<file path="config.mk">
export PLATFORM = sky130hd
export DESIGN_NAME = alu_arbiter
export DESIGN_NICKNAME = d
export VERILOG_FILES = /design/src/rtl/alu_arbiter.sv
export SDC_FILE = /design/constraint.sdc
export NUM_CORES = 1
export LEC_CHECK = 0
export BUFFER_PORTS_ARGS = -buffer_cell sky130_fd_sc_hd__buf_4
export CORE_AREA = 4 4 105 107
export CTS_CLUSTER_DIAMETER = 60
export DETAILED_ROUTE_END_ITERATION = 7
export DIE_AREA = 0 0 109 111
export PLACE_DENSITY = 0.88
export REMOVE_ABC_BUFFERS = 1
export SETUP_SLACK_MARGIN = 0.5
export SYNTH_ARGS = -nofsm -noshare
export SYNTH_HDL_FRONTEND = slang
export SYNTH_SLANG_ARGS = --single-unit
</file>
<file path="constraint.sdc">
create_clock -name clk -period 4.5 [get_ports clk]
set_clock_uncertainty 0.15 [all_clocks]
set_input_delay 0.9 -clock clk [delete_from_list [all_inputs] [get_ports clk]]
set_output_delay 0.9 -clock clk [all_outputs]
set_load 0.005 [all_outputs]
</file>
<file path="src/rtl/alu_arbiter.sv">
// ---------------------------------------------------------------------------
// alu_arbiter
//   Shares one external 32-bit combinational ALU between two requesters
//   (0 = main datapath, 1 = address/branch-compare unit). A grant latches the
//   chosen operands, drives the ALU for one cycle and registers the result.
//   The result then goes back to the granted requester with a one-cycle ack.
//   Sequence per operation: IDLE (sample/grant) -> EXEC -> RESP (ack).
//
// Ports
//   clk, rst_n             clock, synchronous active-low reset
//   req0/a0/b0/gin0        requester 0 request, operands, ALU control code
//   req1/a1/b1/gin1        requester 1 request, operands, ALU control code
//   ack0, ack1             one-cycle completion pulse per requester
//   res, res_z, res_n      registered ALU sum / zero / negative
//   res_err                last completed operation used an illegal code
//   busy                   high while in EXEC or RESP
//   alu_a, alu_b, alu_gin  registered drive to the ALU
//   alu_sum, alu_zout,
//   alu_nout               combinational ALU results
// ---------------------------------------------------------------------------
module alu_arbiter #(
  parameter int WIDTH       = 32,
  parameter bit ROUND_ROBIN = 1'b1
) (
  input  logic             clk,
  input  logic             rst_n,
  input  logic             req0,
  input  logic [WIDTH-1:0] a0,
  input  logic [WIDTH-1:0] b0,
  input  logic [2:0]       gin0,
  input  logic             req1,
  input  logic [WIDTH-1:0] a1,
  input  logic [WIDTH-1:0] b1,
  input  logic [2:0]       gin1,
  output logic             ack0,
  output logic             ack1,
  output logic [WIDTH-1:0] res,
  output logic             res_z,
  output logic             res_n,
  output logic             res_err,
  output logic             busy,
  output logic [WIDTH-1:0] alu_a,
  output logic [WIDTH-1:0] alu_b,
  output logic [2:0]       alu_gin,
  input  logic [WIDTH-1:0] alu_sum,
  input  logic             alu_zout,
  input  logic             alu_nout
);

  typedef enum logic [1:0] {
    IDLE = 2'b00,
    EXEC = 2'b01,
    RESP = 2'b10
  } state_t;

  state_t state_r;
  state_t state_nxt_s;
  logic   ptr_r;      // requester favoured when both ask (round-robin only)
  logic   gnt_r;      // id of the operation in flight
  logic   grant_s;    // a grant happens at the coming edge
  logic   gnt_id_s;   // which requester gets it

  // Control codes the ALU implements: add, sub, slt, and, or, sllv.
  function automatic logic gin_legal(input logic [2:0] g);
    case (g)
      3'b010, 3'b110, 3'b111, 3'b000, 3'b001, 3'b011: return 1'b1;
      default:                                        return 1'b0;
    endcase
  endfunction

  // Next-state and grant decision.
  always_comb begin
    state_nxt_s = state_r;
    grant_s     = 1'b0;
    gnt_id_s    = 1'b0;
    case (state_r)
      IDLE: begin
        if (req0 && req1) begin
          grant_s     = 1'b1;
          // Fixed priority hands every tie to requester 0.
          if (ROUND_ROBIN) begin
            gnt_id_s = ptr_r;
          end else begin
            gnt_id_s = 1'b0;
          end
          state_nxt_s = EXEC;
        end else if (req0) begin
          grant_s     = 1'b1;
          gnt_id_s    = 1'b0;
          state_nxt_s = EXEC;
        end else if (req1) begin
          grant_s     = 1'b1;
          gnt_id_s    = 1'b1;
          state_nxt_s = EXEC;
        end else begin
          state_nxt_s = IDLE;
        end
      end
      EXEC:    state_nxt_s = RESP;
      RESP:    state_nxt_s = IDLE;
      default: state_nxt_s = IDLE;
    endcase
  end

  // State register.
  always_ff @(posedge clk) begin
    if (!rst_n) begin
      state_r <= IDLE;
    end else begin
      state_r <= state_nxt_s;
    end
  end

  // Operand latch, result capture, ack pulse, priority pointer and busy.
  always_ff @(posedge clk) begin
    if (!rst_n) begin
      ptr_r   <= 1'b0;
      gnt_r   <= 1'b0;
      ack0    <= 1'b0;
      ack1    <= 1'b0;
      res     <= {WIDTH{1'b0}};
      res_z   <= 1'b0;
      res_n   <= 1'b0;
      res_err <= 1'b0;
      busy    <= 1'b0;
      alu_a   <= {WIDTH{1'b0}};
      alu_b   <= {WIDTH{1'b0}};
      alu_gin <= 3'b010;
    end else begin
      ack0 <= 1'b0;
      ack1 <= 1'b0;
      // busy tracks the state being entered so it is high exactly in EXEC/RESP.
      busy <= (state_nxt_s != IDLE);
      case (state_r)
        IDLE: begin
          if (grant_s) begin
            // Operands are frozen here; requester changes after this are ignored.
            gnt_r   <= gnt_id_s;
            alu_a   <= gnt_id_s ? a1   : a0;
            alu_b   <= gnt_id_s ? b1   : b0;
            alu_gin <= gnt_id_s ? gin1 : gin0;
          end else begin
            gnt_r <= gnt_r;
          end
        end
        EXEC: begin
          if (gin_legal(alu_gin)) begin
            res     <= alu_sum;
            res_z   <= alu_zout;
            res_n   <= alu_nout;
            res_err <= 1'b0;
          end else begin
            // ALU output is undefined for these codes; report a clean zero.
            res     <= {WIDTH{1'b0}};
            res_z   <= 1'b1;
            res_n   <= 1'b0;
            res_err <= 1'b1;
          end
          ack0 <= ~gnt_r;
          ack1 <= gnt_r;
        end
        RESP: begin
          if (ROUND_ROBIN) begin
            ptr_r <= ~gnt_r;
          end else begin
            ptr_r <= 1'b0;
          end
        end
        default: begin
          ptr_r <= ptr_r;
        end
      endcase
    end
  end

endmodule

</file>
After elaboration in Yosys (flattened, before gate mapping). Index checks and enable logic that the tools add are counted. W data, S select, Z words.

Output and inout bits: 105. Flip-flop bits (word level): 109. Memories kept: 0. Word-level logic and storage cells: 49. Bits in latches: 0. ROM bits: 0. Memory bits (writable): 0. Input port bits: 172.

Eq/ne operators: 7. Mux-type cells: 21. Reduce and logical (&&, ||, !) cells: 7. Multipliers: 0. Bitwise logic cells: 1. Magnitude comparators: 0. Add/subtract/negate cells: 0. Div/mod/pow operators: 0. Shifts and indexed selects: 0.

Operators by type and width (count): $mux W32 (3); $mux W1 (16); $eq A3 B2 Y1 const B (2); $eq A3 B3 Y1 const B (2); $reduce_or A6 Y1 (1); $pmux W2 S2 (1); $reduce_and A2 Y1 (2); $eq A3 B1 Y1 const B (1); $logic_not A3 Y1 (1); $mux W3 (1); $eq A2 B1 Y1 const B (1); $eq A2 B2 Y1 const B (1); $logic_not A2 Y1 (1); $reduce_bool A2 Y1 (1); $logic_and A1 B1 Y1 (1); $not A1 Y1 (1).

Longest topological paths before layout.
Word-level depth: 6. Gate-level depth with buffers: 6.

Worst setup path before layout. OpenSTA, ideal clock, no wires.

Path type: input to register. Start point: input req0. End point: register alu_a[10]. Stages on the path: 6. Data arrival time: 1.837 ns. Path slack: 2.429 ns. Path buffers: 2. Required time: 4.266 ns. Cells stage by stage: nor2b_1 -> nand2b_1 -> buf_4 -> buf_2 -> nor2_1 -> o31ai_2.

Word-level cells in the longest chain between the ends: 4. Elaborated cells between the ends (all ways): 9.

RTL lines: start, declared (line 27) `input logic req0,`; $mux W1 / $logic_and A1 B1 Y1 (equally long branches) (line 87, 78); $mux W1 (line 78) `if (req0 && req1) begin`; $mux W1 (line 76) `case (state_r)`; $mux W32 / $reduce_and A2 Y1 (equally long branches); end signal, assigned (line 126) `alu_a <= {WIDTH{1'b0}};`; end signal, assigned (line 139) `alu_a <= gnt_id_s ? a1 : a0;`; end, declared (line 42) `output logic [WIDTH-1:0] alu_a,`.

Parallel ways exist; a longest one is shown, timed or not. A chain may end at the register's enable or synchronous reset.

Worst setup path in the final report.
Start point: input req0. End point: register alu_a[29].

The elaborated chain is that of the path after synthesis.

==> reports/metrics.yaml <==
finish:
  drive_above_1_share_pct: 43.3
  area_growth_pct: 53.3
  num_antenna_cells: 0
  nets: 938
die:
  die_w_um: 109
  core_area_um2: 10100
  rows: 37
  die-area_um2: 12100
  io_pins: 277
  die_h_um: 111
  initial_core_util_pct: 42.7
global_route:
  grt-ovfl-total: 0
  antenna_found_initial: 0
  grt_usage_pct: 22.2
  grt_pass1_vias: 4624
  grt_max_degree: 67
  grt_pass1_wl_mm: 21.8
synthesis:
  synth-edff-count: 0
  synth_cells: 513
  syn_area_um2: 4330
  syn_area_per_cell_um2: 8.44
  synth_seq_area_share_pct: 50.4
  yosys_warnings: 0
  ys_seq_elements: 109
  synth_common_cells: "nor2_1, dfxtp_1, nand2_1, o31ai_1, a22oi_1"
  synthFlopType: "dfxtp_1"
  synth_area_leaders: "dfxtp_1, nor2_1, o31ai_2"
  yosysMostFrequentCell: "nor2_1"
  synth_cell_type_count: 26
  async_flop_share_pct: 0
  yosysTopAreaCellShare_pct: 50.4
  yosys.area.top_type: "dfxtp_1"
worst_setup_path:
  crit_chain: "buf_4 > nor2b_1 > nor3b_4 > buf_12 > nor2_1 > o31ai_2"
  path_max_fanout: 42
  cp_top_family: "simple AND/OR/NAND/NOR gates"
  max_stage_delay_ns: 0.94
  slowest_stage: "nor3b_4"
  crit_required_ns: 4.62
  path_class: "input port to flop"
  endpoint_kind: "flop"
  crit_buf_inv: 2
  start_kind: "input port"
  cp.arrival_ns: 2.76
clock_tree:
  hold_buffers: 0
  ctsResizeCount: 0
  htree_num_levels: 3
  cts_setup_buffers: 0
  root_buffer: "clkbuf_8"
  cts_buffer_depth: 2
  cts_tree: "done"
  cts_buffers: 9
  clock_latency_ns: 0.35
  cts.sinks: 109
  clk_pin_slew_ns: 0.11
timing:
  finalHoldViolations: 0
  fin_tns_setup_ns: 0
  rsz0062_at_grt: "no"
  period_share_pct: 58.7
  finalSetupViolCount: 0
  slew_viol_final: 0
  worst_pin_slew_ns: 1.30
  fin_hold_ws_ns: 0.308
  max_freq_mhz: 379
  min_period_ns: 2.64
  maxSlewHeadroom_pct: 13.4
  finalWorstSetupSlack_ns: 1.86
outcome:
  status: "finished clean"
placement:
  dpl_worst_slack_ns: 1.44
  port_buffers: 276
  dp_hpwl_mm: 10.6
  gp_congestion: 0.824
detailed_routing:
  routed_wl_mm: 14.0
  drt_iter0_markers: 358
  drc_errors: 0
  wl_per_cell_um: 15.4
  dr.pass1.iters: 4
  num_vias: 4567
  detail-route-antenna-nets: 0
  vias_per_cell: 5.04
power:
  ir_worst_vdd_uv: 176
  powerDensity_nw_per_um2: 333
  power_leakage_nw: 3.13
  total_power_w: 0.00221
job:
  maxCapViolations: 0
worst_hold_path:
  hold_path_class: "flop to flop"
[layout make-up]
type	instances	area (µm²)
well taps	136	170
clock inverters	6	68.8
flip-flops and latches	109	2180
fillers	806	3500
clock buffers	10	138
inverters	5	18.8
multi-input cells	360	1940
repair buffers	281	2120
[cells in the final DEF, fill, tap and decap left out]
master / synthesis / final
a22oi_1: 33 / 33
clkbuf_8: 0 / 10
o31ai_2: 29 / 29
or3_1: 1 / 1
or2_2: 1 / 1
inv_6: 0 / 2
o21a_2: 0 / 1
nand2b_1: 2 / 1
a211oi_1: 1 / 1
dfxtp_1: 109 / 109
nor2b_1: 2 / 2
a21oi_2: 1 / 1
nor3_1: 1 / 1
nand2_2: 0 / 1
buf_4: 6 / 280
inv_1: 5 / 5
o31ai_1: 37 / 37
and3_1: 1 / 1
a21oi_1: 4 / 4
nor3b_4: 0 / 1
nand2_1: 68 / 67
buf_12: 0 / 1
clkinv_2: 0 / 2
nor2_1: 171 / 171
nor2_2: 1 / 1
bufinv_16: 0 / 1
o21ai_0: 4 / 4
or2_4: 1 / 1
inv_8: 0 / 1
nand2b_2: 0 / 1
[power by group]
group          switching, W  internal (W)  total [W]
combinational      0.000225      0.000274   0.000499
clock              0.000331      0.000279   0.000610
sequential        0.0000471       0.00105    0.00110
total              0.000603       0.00160    0.00221
[logic make-up after synthesis]
group                  synth area share [%]
AND/OR/NAND/NOR                        22.5
AO/OA/AOI/OAI                          22.0
flip-flops                             50.4
buffers and inverters                  5.14
[registers in the layout, indices dropped and copies added (netlist names), 2 cells and up]
name,cells
alu_gin,3
res,32
state_r,2
alu_a,32
alu_b,32
[worst reg2reg max path, stage by stage (launching register included)]
cell     delay [ns]
dfxtp_1        0.34
or2_4          0.28
nor3b_4        0.92
buf_12         0.33
nor2_1         0.12
o31ai_2        0.19
[metal layers]
layer,vias up,GRT usage (%),routed length [µm]
met1,2107,23.4,5150
met3,33,7.69,1480
li1,2225,-,-
met4,0,8.50,386
met2,202,39.7,6990
met5,-,0,0
[path summary, 6_finish.rpt]
path | startpoint | end | slack [ns] | cells after the start
setup / recovery | req0 | alu_a[29] | 1.86 | 6
hold / removal | alu_b[16] | alu_b[16] | 0.31 | 2
hold reg to reg | alu_b[16] | alu_b[16] | 0.31 | 2
setup reg to reg | state_r[1] | alu_a[29] | 2.09 | 5
[stage by stage]
step	utilization [%]	std cells	instance area (µm²)
after floorplan	-	474	4130
after global placement	63.4	891	6430
after detailed placement	63.4	891	6430
after CTS	65.5	907	6640
after global routing	65.5	907	6640
final	65.5	907	6640
(Power assumes the default switching activity.)
